===== config.mk =====
export PLATFORM = sky130hd
export DESIGN_NAME = wrr_lock_arbiter_flat
export DESIGN_NICKNAME = d
export VERILOG_FILES = /design/src/rtl/wrr_lock_arbiter_if.sv /design/src/rtl/wrr_lock_arbiter.sv /design/src/flat_wrapper.sv
export SDC_FILE = /design/constraint.sdc
export NUM_CORES = 1
export LEC_CHECK = 0
export CORE_UTILIZATION = 50
export DETAILED_ROUTE_END_ITERATION = 10
export GPL_ROUTABILITY_DRIVEN = 0
export GPL_TIMING_DRIVEN = 0
export PLACE_DENSITY = 0.87
export SETUP_SLACK_MARGIN = 0.15
export SYNTH_ARGS = -nofsm -noshare
export SYNTH_HDL_FRONTEND = slang
export SYNTH_SLANG_ARGS = --single-unit

===== constraint.sdc =====
create_clock -name clk -period 6.4 [get_ports clk]
set_input_delay 1.28 -clock clk [delete_from_list [all_inputs] [get_ports clk]]
set_output_delay 1.28 -clock clk [all_outputs]
set_load 0.05 [all_outputs]

===== src/rtl/wrr_lock_arbiter_if.sv =====
// wrr_lock_arbiter_if: request/grant bundle between the input ports and one output-port arbiter.
//   req_i, req_last_i  per-port TVALID / TLAST toward this output
//   weight_i           per-port weights, field i = weight_i[i*WEIGHT_W +: WEIGHT_W]
//   gnt_rdy_i          downstream TREADY of the output port
//   req_ack_o          per-port beat accepted
//   gnt_o, gnt_id_o    one-hot grant and its index (mux select)
//   gnt_vld_o          grant valid
interface wrr_lock_arbiter_if #(
    parameter int WIDTH_REQ    = 8,
    parameter int SIZE_POINTER = $clog2(WIDTH_REQ),
    parameter int WEIGHT_W     = 4
);
    logic [WIDTH_REQ-1:0]          req_i;
    logic [WIDTH_REQ-1:0]          req_last_i;
    logic [WIDTH_REQ*WEIGHT_W-1:0] weight_i;
    logic                          gnt_rdy_i;
    logic [WIDTH_REQ-1:0]          req_ack_o;
    logic [WIDTH_REQ-1:0]          gnt_o;
    logic [SIZE_POINTER-1:0]       gnt_id_o;
    logic                          gnt_vld_o;

    modport master (
        output req_i, req_last_i, weight_i, gnt_rdy_i,
        input  req_ack_o, gnt_o, gnt_id_o, gnt_vld_o
    );

    modport slave (
        input  req_i, req_last_i, weight_i, gnt_rdy_i,
        output req_ack_o, gnt_o, gnt_id_o, gnt_vld_o
    );
endinterface


===== src/rtl/wrr_lock_arbiter.sv =====
// wrr_lock_arbiter: weighted round-robin arbiter with optional packet lock and registered grant.
//   clk    single clock, posedge
//   reset  synchronous active-high reset
//   bus    wrr_lock_arbiter_if slave: requests, TLASTs, weights, TREADY in; acks and grant out
module wrr_lock_arbiter #(
    parameter int WIDTH_REQ    = 8,
    parameter int SIZE_POINTER = $clog2(WIDTH_REQ),
    parameter int WEIGHT_W     = 4,
    parameter int LOCK_MODE    = 1
) (
    input logic               clk,
    input logic               reset,
    wrr_lock_arbiter_if.slave bus
);
    typedef enum logic {IDLE, GRANT} state_t;

    localparam logic [SIZE_POINTER:0]   NREQ    = WIDTH_REQ[SIZE_POINTER:0];
    localparam logic [SIZE_POINTER-1:0] LAST_ID = NREQ[SIZE_POINTER-1:0] - 1'b1;
    localparam logic [WEIGHT_W-1:0]     ONE     = {{(WEIGHT_W-1){1'b0}}, 1'b1};

    state_t                  state_q, state_d;
    logic [SIZE_POINTER-1:0] point_q, point_d, gnt_id_q, gnt_id_d, win;
    logic [WIDTH_REQ-1:0]    gnt_q, gnt_d;
    logic                    gnt_vld_q, gnt_vld_d, bound_q, bound_d;
    logic [WEIGHT_W-1:0]     credit_q, credit_d, win_weight;
    logic [SIZE_POINTER:0]   idx;
    logic                    found, cur_req, cur_last, beat, dec, rel;

    assign cur_req       = bus.req_i[gnt_id_q];
    assign cur_last      = bus.req_last_i[gnt_id_q];
    assign beat          = gnt_vld_q & bus.gnt_rdy_i & cur_req;
    // credits count packets in lock mode, beats otherwise
    assign dec           = beat & ((LOCK_MODE == 0) | cur_last);
    assign win_weight    = bus.weight_i[win*WEIGHT_W +: WEIGHT_W];
    assign bus.req_ack_o = {WIDTH_REQ{gnt_vld_q & bus.gnt_rdy_i}} & bus.req_i & gnt_q;
    assign bus.gnt_o     = gnt_q;
    assign bus.gnt_id_o  = gnt_id_q;
    assign bus.gnt_vld_o = gnt_vld_q;

    // first request at or above point, wrapping modulo WIDTH_REQ (need not be a power of two)
    always_comb begin
        win   = gnt_id_q;
        found = 1'b0;
        idx   = '0;
        for (int k = 0; k < WIDTH_REQ; k++) begin
            idx = {1'b0, point_q} + k[SIZE_POINTER:0];
            idx = (idx >= NREQ) ? idx - NREQ : idx;
            if (!found && bus.req_i[idx[SIZE_POINTER-1:0]]) begin
                win   = idx[SIZE_POINTER-1:0];
                found = 1'b1;
            end
        end
    end

    always_comb begin
        state_d   = state_q;
        point_d   = point_q;
        gnt_id_d  = gnt_id_q;
        gnt_d     = gnt_q;
        gnt_vld_d = gnt_vld_q;
        credit_d  = credit_q;
        bound_d   = bound_q;
        rel       = 1'b0;
        if (state_q == IDLE) begin
            if (found) begin
                state_d   = GRANT;
                gnt_id_d  = win;
                gnt_d     = {{(WIDTH_REQ-1){1'b0}}, 1'b1} << win;
                gnt_vld_d = 1'b1;
                credit_d  = (win_weight == '0) ? ONE : win_weight;
                bound_d   = 1'b0;
            end
        end else begin
            credit_d = (dec && credit_q != '0) ? credit_q - ONE : credit_q;
            if (LOCK_MODE != 0) begin
                // boundary flag: between packets the lock may be dropped by the requester
                bound_d = beat ? cur_last : bound_q;
                rel     = (dec && credit_q <= ONE) || (bound_q && !cur_req);
            end else begin
                rel = (dec && credit_q <= ONE) || !cur_req;
            end
            if (rel) begin
                state_d   = IDLE;
                gnt_vld_d = 1'b0;
                gnt_d     = '0;
                bound_d   = 1'b0;
                point_d   = (gnt_id_q == LAST_ID) ? '0 : gnt_id_q + 1'b1;
            end
        end
    end

    always_ff @(posedge clk) begin
        if (reset) begin
            state_q   <= IDLE;
            point_q   <= '0;
            gnt_id_q  <= '0;
            gnt_q     <= '0;
            gnt_vld_q <= 1'b0;
            credit_q  <= '0;
            bound_q   <= 1'b0;
        end else begin
            state_q   <= state_d;
            point_q   <= point_d;
            gnt_id_q  <= gnt_id_d;
            gnt_q     <= gnt_d;
            gnt_vld_q <= gnt_vld_d;
            credit_q  <= credit_d;
            bound_q   <= bound_d;
        end
    end

    a_onehot: assert property (@(posedge clk) disable iff (reset)
        gnt_vld_q |-> ($onehot(gnt_q) && gnt_q[gnt_id_q]));
    a_ack: assert property (@(posedge clk) disable iff (reset)
        (bus.req_ack_o & ~bus.req_i) == '0);
    a_id: assert property (@(posedge clk) disable iff (reset)
        {1'b0, gnt_id_q} < NREQ);
    // any pending request in IDLE is granted on the next edge; rotation makes this starvation-free
    a_live: assert property (@(posedge clk) disable iff (reset)
        (state_q == IDLE && found) |=> gnt_vld_q);
endmodule


===== src/flat_wrapper.sv =====
// flat-port wrapper written by rule: the top's interface ports become plain ports
module wrr_lock_arbiter_flat 
#(
    parameter int WIDTH_REQ    = 8,
    parameter int SIZE_POINTER = $clog2(WIDTH_REQ),
    parameter int WEIGHT_W     = 4,
    parameter int LOCK_MODE    = 1
)
  (clk, reset, bus_req_i, bus_req_last_i, bus_weight_i, bus_gnt_rdy_i, bus_req_ack_o, bus_gnt_o, bus_gnt_id_o, bus_gnt_vld_o);
  wrr_lock_arbiter_if #(.WIDTH_REQ(WIDTH_REQ), .SIZE_POINTER(SIZE_POINTER), .WEIGHT_W(WEIGHT_W)) bus_i ();
  input logic clk;
  input logic reset;
  input wire logic [$bits(bus_i.req_i)-1:0] bus_req_i;
  input wire logic [$bits(bus_i.req_last_i)-1:0] bus_req_last_i;
  input wire logic [$bits(bus_i.weight_i)-1:0] bus_weight_i;
  input wire logic [$bits(bus_i.gnt_rdy_i)-1:0] bus_gnt_rdy_i;
  output wire logic [$bits(bus_i.req_ack_o)-1:0] bus_req_ack_o;
  output wire logic [$bits(bus_i.gnt_o)-1:0] bus_gnt_o;
  output wire logic [$bits(bus_i.gnt_id_o)-1:0] bus_gnt_id_o;
  output wire logic [$bits(bus_i.gnt_vld_o)-1:0] bus_gnt_vld_o;
  assign bus_i.req_i = bus_req_i;
  assign bus_i.req_last_i = bus_req_last_i;
  assign bus_i.weight_i = bus_weight_i;
  assign bus_i.gnt_rdy_i = bus_gnt_rdy_i;
  assign bus_req_ack_o = bus_i.req_ack_o;
  assign bus_gnt_o = bus_i.gnt_o;
  assign bus_gnt_id_o = bus_i.gnt_id_o;
  assign bus_gnt_vld_o = bus_i.gnt_vld_o;
  wrr_lock_arbiter #(.WIDTH_REQ(WIDTH_REQ), .SIZE_POINTER(SIZE_POINTER), .WEIGHT_W(WEIGHT_W), .LOCK_MODE(LOCK_MODE)) u_core (.clk(clk), .reset(reset), .bus(bus_i));
endmodule

==> metrics.txt <==
status finished clean; Reg2Reg Depth 17; CP max stage cell mux4_2; ranking of synthesized cells by area dfxtp_1 17%, mux4_2 14%, mux2i_1 8.8%; clk slew on worst S/H paths 0.08 ns; Peak VDD IR 0.0001365 V; largest net degree at the start of global routing 14; Routed Wire Length 7224 microns; post-synth cell types 61; Final Core Density 69.52%; max_cap viols 0; Final WS setup 1.347 ns; vias 2681; first-pass GRT wire length 11810 microns; DP HPWL 5618 microns; post-route setup TNS 0 ns; cell-internal power 0.3209 mW; leakage 1.265 nW; shortest period the worst path allows 5.053 ns; R2R Path End u_core.credit_q[1]; Psw 0.2044 mW; r2r setup slk 1.70 ns; CP Capture Type register; clk buf depth 2; Most common cell on crit path mux4_2; Setup Crit Path Kind input port to register; Clk pwr share 17.1%; Starting Density 52.52%; Sink Count 21; crit path launch bus_req_i[3]; CTS resizes 0; post-route ant nets 0; P per Cell Area 157.9 nW/um^2; Max Clock Skew 0.002847 ns; Std-Cell Rows 25; via/cell ratio 6.368; Yosys top cell by area dfxtp_1; drt pass-1 iters 5; Synth Flop Type dfxtp_1; dpl cells 417; post-DR wirelength/cell 17.16 microns; commonest cells in the netlist 29 x nor2_1, 22 x mux2i_1, 21 x dfxtp_1, 19 x nand2_1, 16 x mux4_2; Seq/Total Area, Yosys 16.72%; yosys warns 0; final hold vios 0; Worst-Margin Slew 0.8361 ns; Post-route DRC 0; Setup-failing EPs final 0; CTS Buf Count 3; Critical R2R Launch u_core.point_q[1]; Tot GR Track Use 28.30%; fmax 0.1979 GHz; Synth top area share 16.72%; CP Data Arrival Time 5.19 ns; Post-Syn Area 2514 sq um; layout cells sized above 1 13.56%; post-route cell area 3327 sq um; worst slack, placed 1.189 ns; clock root buffer clkbuf_8; Worst Setup EP u_core.credit_q[1]; Slew headroom 44.08%; DR iter-0 viols 255; Final Max Tran Viols 0; cells after synthesis 282; initial antenna violation count 0; worst path cell trace clkdlybuf4s50_1 > mux4_2 > nor2_1 > a32oi_2 > nor4_1 > o221ai_1 > o211ai_2 > buf_6 > mux2_1 > mux4_2 > o21ai_1 > a21oi_1; Clock Latency Late Sink 0.26 ns; sequential power share 29.5%; Layout Nets 412; area of the die 5315 sq um; EDFF count, synth 0; Tcrit/Tclk final 78.95%; CP Launch Type input port; Post-CTS Setup Repair Bufs 0; Area after DPL 3278 sq um; n_diodes 0; post-synthesis area per instance 8.914 sq um; share of synthesized registers carrying an async set or reset 0%; most frequent cell after synthesis nor2_1; switching share of power 38.91%; CP peak stage delay 0.63 ns; part of the power in combinational logic 53.4%; Crit Path Max Fanout 10; GRT Residual Overflow 0; Non-Filler Instances 421; Hold Buf Count CTS 0; required time of the worst setup path 6.54 ns; CTS tree done; I/O pins 71; H-tree level count 1; RSZ-0062 raised after global routing false; IO Port Bufs 68; Die Wd 72.91 microns; Syn Nets 339; Worst Hold Class register to register; core region area 4786 sq um; vias in the first global route 2540; Yosys reg bits 21; Area Overhead vs Synth 32.35%; Die Y 72.91 microns
## cells by family after synthesis
| family | synth area share [%] |
|---|---|
| muxes | 31.76 |
| and+or+nand+nor | 18.52 |
| xor gates and xnor gates | 1.394 |
| adders and majority gates | 2.986 |
| AOI/OAI and AO/OA | 21.26 |
| buffers and inverters | 7.366 |
| DFF | 16.72 |
## worst min-delay path by stage
| stage | start | end | slack (ns) | cells after the start |
|---|---|---|---|---|
| final | u_core.credit_q[1] | u_core.credit_q[1] | 0.47 | 2 |
| after global routing | u_core.credit_q[1] | u_core.credit_q[1] | 0.51 | 2 |
| after CTS | u_core.credit_q[1] | u_core.credit_q[1] | 0.48 | 2 |
| after detailed placement | u_core.credit_q[1] | u_core.credit_q[1] | 0.47 | 2 |
| after global placement | u_core.credit_q[1] | u_core.credit_q[1] | 0.46 | 2 |
| after floorplan | u_core.credit_q[1] | u_core.credit_q[1] | 0.45 | 2 |
## worst max-delay path, delay by kind of cell
family / cells / cell delay (ns)
buf+inv: 2 / 0.81
compound gates: 5 / 0.84
simple gates: 2 / 0.81
mux: 3 / 1.45
## flip-flops by register name, indices dropped and copies added (netlist names)
name                  count
u_core.bound_q            1
u_core.bus.gnt_id_o       3
u_core.bus.gnt_o          8
u_core.bus.gnt_vld_o      1
u_core.credit_q           4
u_core.point_q            3
u_core.state_q            1
## per-stage QoR
step	hold WS [ns]	power [mW]
floorplan	0.4454	0.3484
global placement	0.4642	0.4264
detailed placement	0.4677	0.4329
CTS	0.4781	0.5206
global route	0.5121	0.5543
finish	0.4718	0.5253
## layout by cell type (no fill, tap or decap), types with 2 or more instances in the layout
master           count
a211o_1              5
a211oi_1             5
a21oi_1             10
a22oi_1             11
a31oi_1              5
and2_1               4
and3_1              10
buf_2                5
buf_4                2
buf_6                2
clkbuf_1             9
clkbuf_8             3
clkdlybuf4s50_1     68
dfxtp_1             21
ha_1                 6
inv_1               15
mux2_2               5
mux2_4               3
mux2i_1             22
mux4_1               4
mux4_2              16
nand2_1             19
nand2b_1             4
nand3_1              9
nor2_1              29
nor2b_1              5
nor3_1               6
o211ai_1             4
o211ai_2             2
o21ai_0              5
o21ai_1              2
or3_1                4
xnor2_1              3
## per-layer routing
layer	vias to the layer above	GRT usage (%)	wire [microns]
met4	0	12.42	205
met1	1273	35.66	2930
li1	1228	-	-
met3	28	4.834	560
met5	-	0	0
met2	152	47.66	3527
## cell type report
| cell class | instances | area [sq um] |
|---|---|---|
| multi-input cells | 225 | 1908 |
| fillers | 372 | 1459 |
| repair buffers | 68 | 680.7 |
| flip-flops and latches | 21 | 420.4 |
| plain buffers | 19 | 116.4 |
| well taps | 67 | 83.83 |
| inverters | 17 | 68.82 |
| clock buffers | 3 | 41.29 |
| clock inverters | 1 | 7.507 |
## power groups by stage
stage          registers [mW]  clock network, mW  logic (mW)
2_1_floorplan           0.173                  0       0.175
3_3_place_gp            0.157                  0       0.269
3_5_place_dp            0.158                  0       0.275
4_1_cts                 0.155             0.0895       0.276
5_1_grt                 0.157             0.0964       0.301
6_report                0.155             0.0896       0.281
No activity file was read; power rests on OpenSTA's default activity.
